## config.mk

```make
export PLATFORM = sky130hd
export DESIGN_NAME = host_wb_bridge
export DESIGN_NICKNAME = d
export VERILOG_FILES = /design/src/rtl/host_wb_bridge.sv
export SDC_FILE = /design/constraint.sdc
export NUM_CORES = 1
export LEC_CHECK = 0
export ABC_AREA = 1
export CAP_MARGIN = 40
export CORE_MARGIN = 4
export CORE_UTILIZATION = 50
export CTS_BUF_LIST = sky130_fd_sc_hd__clkbuf_8
export CTS_CLUSTER_SIZE = 28
export DETAILED_ROUTE_END_ITERATION = 7
export GPL_ROUTABILITY_DRIVEN = 0
export PLACE_DENSITY = 0.79
export SYNTH_ARGS = -nofsm -noshare
export SYNTH_HDL_FRONTEND = slang
export SYNTH_SLANG_ARGS = --single-unit
export TNS_END_PERCENT = 10
```

## constraint.sdc

```tcl
create_clock -name clk -period 14.92 [get_ports clk]
set_input_delay 4.476 -clock clk [delete_from_list [all_inputs] [get_ports clk]]
set_output_delay 4.476 -clock clk [all_outputs]
set_load 0.1 [all_outputs]
```

## src/rtl/host_wb_bridge.sv

```systemverilog
`default_nettype none
// =====================================================================
// Module   : host_wb_bridge
// Brief    : Turns decoded host ping/write/read transactions into
//            Wishbone classic master cycles and returns host responses.
// Revision : 1.0 - initial release
// =====================================================================
module host_wb_bridge #(
  parameter logic [31:0] ADDR_INC   = 32'd1,
  parameter int unsigned WB_TIMEOUT = 255
) (
  input  logic        clk,
  input  logic        rst,
  input  logic        ih_ready,
  output logic        master_ready,
  input  logic [31:0] in_command,
  input  logic [31:0] in_address,
  input  logic [27:0] in_data_count,
  input  logic [31:0] in_data,
  input  logic        oh_ready,
  output logic        oh_en,
  output logic [31:0] out_status,
  output logic [31:0] out_address,
  output logic [27:0] out_data_count,
  output logic [31:0] out_data,
  output logic [31:0] wb_adr_o,
  output logic [31:0] wb_dat_o,
  input  logic [31:0] wb_dat_i,
  output logic        wb_we_o,
  output logic [3:0]  wb_sel_o,
  output logic        wb_stb_o,
  output logic        wb_cyc_o,
  input  logic        wb_ack_i
);

  typedef enum logic [2:0] {
    S_IDLE    = 3'd0,
    S_WB_WR   = 3'd1,
    S_WR_WAIT = 3'd2,
    S_WB_RD   = 3'd3,
    S_RD_SEND = 3'd4,
    S_RESP    = 3'd5
  } state_t;

  localparam int unsigned            c_TMO_W    = $clog2(WB_TIMEOUT + 1);
  localparam logic [c_TMO_W-1:0]     c_TMO_LAST = c_TMO_W'(WB_TIMEOUT - 1);

  state_t              r_state;
  logic [31:0]         r_cmd;
  logic [31:0]         r_start_addr;
  logic [27:0]         r_remaining;
  logic [27:0]         r_rd_last;
  logic                r_error;
  logic                r_first;
  logic [c_TMO_W-1:0]  r_tmo;

  logic        w_ack;
  logic        w_tmo;
  logic        w_skip;
  logic        w_bus_wait;
  logic [27:0] w_rd_last;
  logic [31:0] w_status;

  // An ack in the final allowed cycle wins over the timeout.
  assign w_ack      = wb_stb_o & wb_ack_i;
  assign w_tmo      = wb_stb_o & ~wb_ack_i & (r_tmo == c_TMO_LAST);
  assign w_skip     = ~wb_stb_o;
  assign w_bus_wait = wb_stb_o & ~wb_ack_i & ~w_tmo;
  assign w_rd_last  = (in_data_count == 28'd0) ? 28'd0 : in_data_count - 28'd1;
  assign w_status   = {~r_cmd[31] & ~r_error, ~r_cmd[30:0]};

  always_ff @(posedge clk or posedge rst) begin
    if (rst) begin
      r_state        <= S_IDLE;
      master_ready   <= 1'b0;
      oh_en          <= 1'b0;
      out_status     <= '0;
      out_address    <= '0;
      out_data_count <= '0;
      out_data       <= '0;
      wb_adr_o       <= '0;
      wb_dat_o       <= '0;
      wb_we_o        <= 1'b0;
      wb_sel_o       <= '0;
      wb_stb_o       <= 1'b0;
      wb_cyc_o       <= 1'b0;
      r_cmd          <= '0;
      r_start_addr   <= '0;
      r_remaining    <= '0;
      r_rd_last      <= '0;
      r_error        <= 1'b0;
      r_first        <= 1'b0;
      r_tmo          <= '0;
    end else begin
      oh_en <= 1'b0;
      if (w_bus_wait) r_tmo <= r_tmo + 1'b1;
      else            r_tmo <= '0;

      case (r_state)
        S_IDLE: begin
          master_ready <= 1'b1;
          if (master_ready && ih_ready) begin
            master_ready <= 1'b0;
            r_cmd        <= in_command;
            r_start_addr <= in_address;
            wb_adr_o     <= in_address;
            wb_dat_o     <= in_data;
            r_error      <= 1'b0;
            r_first      <= 1'b1;
            case (in_command[3:0])
              4'd0: r_state <= S_RESP;
              4'd1: begin
                r_remaining <= in_data_count;
                r_state     <= S_WB_WR;
                wb_cyc_o    <= 1'b1;
                wb_stb_o    <= 1'b1;
                wb_we_o     <= 1'b1;
                wb_sel_o    <= 4'hF;
              end
              4'd2: begin
                r_remaining <= w_rd_last;
                r_rd_last   <= w_rd_last;
                r_state     <= S_WB_RD;
                wb_cyc_o    <= 1'b1;
                wb_stb_o    <= 1'b1;
                wb_sel_o    <= 4'hF;
              end
              default: r_state <= S_IDLE;
            endcase
          end
        end

        // After a timeout the strobe is never raised, so w_skip completes the word at once.
        S_WB_WR: begin
          if (w_ack || w_tmo || w_skip) begin
            wb_cyc_o <= 1'b0;
            wb_stb_o <= 1'b0;
            wb_we_o  <= 1'b0;
            wb_sel_o <= '0;
            wb_adr_o <= wb_adr_o + ADDR_INC;
            if (w_tmo) r_error <= 1'b1;
            if (r_remaining == 28'd0) begin
              r_state <= S_RESP;
            end else begin
              r_remaining  <= r_remaining - 28'd1;
              master_ready <= 1'b1;
              r_state      <= S_WR_WAIT;
            end
          end
        end

        S_WR_WAIT: begin
          if (ih_ready) begin
            wb_dat_o     <= in_data;
            master_ready <= 1'b0;
            r_state      <= S_WB_WR;
            if (!r_error) begin
              wb_cyc_o <= 1'b1;
              wb_stb_o <= 1'b1;
              wb_we_o  <= 1'b1;
              wb_sel_o <= 4'hF;
            end
          end
        end

        S_WB_RD: begin
          if (w_ack || w_tmo || w_skip) begin
            wb_cyc_o <= 1'b0;
            wb_stb_o <= 1'b0;
            wb_sel_o <= '0;
            out_data <= w_ack ? wb_dat_i : 32'd0;
            if (w_tmo) r_error <= 1'b1;
            r_state <= S_RD_SEND;
          end
        end

        S_RD_SEND: begin
          if (oh_ready) begin
            oh_en <= 1'b1;
            if (r_first) begin
              r_first        <= 1'b0;
              out_status     <= w_status;
              out_address    <= r_start_addr;
              out_data_count <= r_rd_last;
            end
            if (r_remaining != 28'd0) begin
              r_remaining <= r_remaining - 28'd1;
              wb_adr_o    <= wb_adr_o + ADDR_INC;
              r_state     <= S_WB_RD;
              if (!r_error) begin
                wb_cyc_o <= 1'b1;
                wb_stb_o <= 1'b1;
                wb_sel_o <= 4'hF;
              end
            end else begin
              r_state <= S_IDLE;
            end
          end
        end

        S_RESP: begin
          if (oh_ready) begin
            oh_en          <= 1'b1;
            out_status     <= w_status;
            out_address    <= r_start_addr;
            out_data_count <= 28'd0;
            out_data       <= 32'd0;
            r_state        <= S_IDLE;
          end
        end

        default: r_state <= S_IDLE;
      endcase
    end
  end

endmodule
`default_nettype wire
```

==> flow_summary.json <==
{
  "outcome": "finished with violations",
  "violations": "design-rule violations",
  "start_util": 0.5084,
  "multiInputGateArea_um2": 6703,
  "clk_path_buf_depth": 3,
  "cp_common_cell": "nand2_1",
  "critPathMaxFanout": 33,
  "max_stage_delay_ns": 0.73,
  "seq_area_frac_synth": 0.5056,
  "syn_area_per_cell_um2": 8.148,
  "dr.pass1.iters": 8,
  "maxCapViolCount": 0,
  "period_share": 0.4721,
  "fmax_mhz": 142.0,
  "numCtsBuffers": 53,
  "post_cts_resized": 0,
  "finalSetupTns_ns": 0,
  "timing_hold_violations_final": 0,
  "drt-initial-drc-count": 1968,
  "setup_violations": 0,
  "clock-sinks": 325,
  "slew_viol_final": 0,
  "rsz0062_at_grt": "false",
  "endpoint_kind": "flip-flop",
  "relSlewSlack": 0.2668,
  "synthTopCellsByArea": "dfrtp_1 51%, nand2_1 13%, o21ai_0 5.8%, inv_1 4.8%, mux2_2 4.5%",
  "grt_pass1_vias": 17763,
  "grt_usage": 0.3609,
  "netlist.area_leader.share": 0.5056,
  "synthDistinctLibCells": 46,
  "grt_pass1_wl_um": 101100,
  "nNetsFinal": 2680,
  "path_cells": "clkdlybuf4s50_1, nor2_1, nand3_1, nand2_1, nand2_1, nor2_4, nand2_1, nand2_1, nand2_1, inv_1",
  "num_rows": 65,
  "grt_max_degree": 191,
  "clockRootBuffer": "clkbuf_8",
  "die-area_um2": 35100,
  "hold_buffers": 0,
  "cp_top_family": "simple AND/OR/NAND/NOR gates",
  "fin_crit_ns": 7.044,
  "chipWidth_um": 187.4,
  "crit_slowest_cell": "nand3_1",
  "worst_pin_slew_ns": 1.100,
  "synthCells": 1974,
  "synth_edf_count": 0,
  "grt.overflow.total": 0,
  "n_fill_cell": 1683,
  "area_delta_synth_final_pct": 55.22,
  "path_buf_inv": 2,
  "worst_setup_path_start_kind": "input pin",
  "sequential_cell_area_um2": 8133,
  "synth_top_area_cell": "dfrtp_1",
  "synth_area_um2": 16080,
  "pin_count": 358,
  "post_cts.repair.setup_buffers": 0,
  "postRouteAntennaNets": 0,
  "clock_skew_ns": 0.02661,
  "synth_fp_nets": 2142,
  "required_ns": 15.46,
  "wl_per_cell_um": 21.92,
  "hp-class": "reg -> reg",
  "cts_tree": "yes",
  "io_buffers": 357,
  "htreeDepth": 2,
  "clk_latency_ns": 0.61,
  "drc": 1,
  "vias": 17278,
  "synth_ff_type": "dfrtp_1",
  "core_area_um2": 31640,
  "ys.warnings.count": 0,
  "criticalPathCategory": "in -> reg",
  "viasPerCell": 5.829,
  "drive_above_1_share": 0.1592,
  "synth-async-reset-ratio": 1.000,
  "place_hpwl_um": 44430,
  "die_h_um": 187.4,
  "routed_wl_um": 64990,
  "grt_antenna_before_repair": 5,
  "clk_pin_slew_ns": 0.07,
  "synth_seq_cells": 325,
  "arrival_ns": 7.58
}
==> cell families after synthesis <==
group / share of synthesized area
and+or+nand+nor: 0.2464
DFF: 0.5056
adders and majority gates: 0.005445
buffers and inverters: 0.07857
xor gates and xnor gates: 0.01851
AOI/OAI and AO/OA: 0.1007
muxes: 0.04481
==> Yosys cell counts (6+ instances only) <==
master    count
mux2_2       64
a21oi_1      63
clkbuf_1     33
xnor2_1      11
o211ai_1     10
nor2_1      180
nand4_1      20
buf_4        22
inv_1       204
nor2_4        6
dfrtp_1     325
buf_2        24
o21ai_1      17
nor3_1       33
inv_2        10
o21ai_0     187
nand3_1     137
xor2_1       23
nand2_1     541
ha_1          7
==> worst reg2reg max path: cells and delay by family, from the launching register on <==
family	cells	cell delay, ns
simple gates	7	1.92
flops	1	0.49
buf+inv	4	0.36
compound gates	1	0.22
==> layout by cell type, fill, tap and decap left out, drive strengths merged, types with 5 or more instances in the layout <==
master / n
diode: 5
mux2: 64
nor3: 34
nand3b: 5
ha: 7
xnor2: 11
bufinv: 5
buf: 211
dfrtp: 325
clkdlybuf4s50: 357
o21ai: 208
inv: 231
clkbuf: 68
xor2: 23
nor3b: 5
a21oi: 69
nor2: 190
nand3: 141
clkinv: 8
o211ai: 10
nand4: 20
nand2: 545
==> per-stage QoR <==
step	instance area [um2]	utilization	instances	worst slack [ns]	hold slack (ns)
after floorplan	16080	-	1974	1.446	0.4174
after global placement	19780	0.6252	2654	7.506	0.4220
after detailed placement	23700	0.7491	2858	7.477	0.4369
after CTS	24930	0.7879	2958	8.042	0.4467
after global routing	24960	0.7890	2963	7.752	0.4687
final	24970	0.7891	2964	7.876	0.4495
==> cell type report <==
type	instances	area share
clock inverter	32	0.01158
antenna	5	0.0005012
tap	402	0.02015
timing repair buffer	568	0.3036
sequential	325	0.3258
multi-input combinational	1350	0.2685
inverter	214	0.03248
clock buffer	68	0.03749
==> layer usage <==
| layer | GRT usage | part of all wire | up-vias |
|---|---|---|---|
| li1 | - | - | 7422 |
| met2 | 0.6245 | 0.49 | 1259 |
| met5 | 0 | 0.00020 | - |
| met3 | 0.07745 | 0.091 | 353 |
| met1 | 0.4117 | 0.34 | 8242 |
| met4 | 0.2139 | 0.074 | 2 |
==> registers in the layout, summed over array words and instances (netlist names), 3 cells and up <==
register / count
out_address: 32
out_data: 32
out_data_count: 28
out_status: 32
r_cmd: 32
r_rd_last: 28
r_remaining: 28
r_start_addr: 32
r_state: 3
r_tmo: 8
wb_adr_o: 32
wb_dat_o: 32
==> final timing paths <==
check,startpoint,endpoint,slack [ns],depth (start not counted)
hold / removal,r_cmd[27],out_status[27],0.45,1
hold reg to reg,r_cmd[27],out_status[27],0.45,1
min in group asynchronous,rst,wb_dat_o[17],4.21,2
max in group asynchronous,rst,out_address[14],9.40,3
setup reg to reg,r_state[0],r_remaining[18],11.88,12
setup / recovery,in_command[2],r_remaining[18],7.88,10
Power is left out: the tool's default activity adds up to more than one toggle a clock period on the data nets, which glitch-free logic cannot reach.
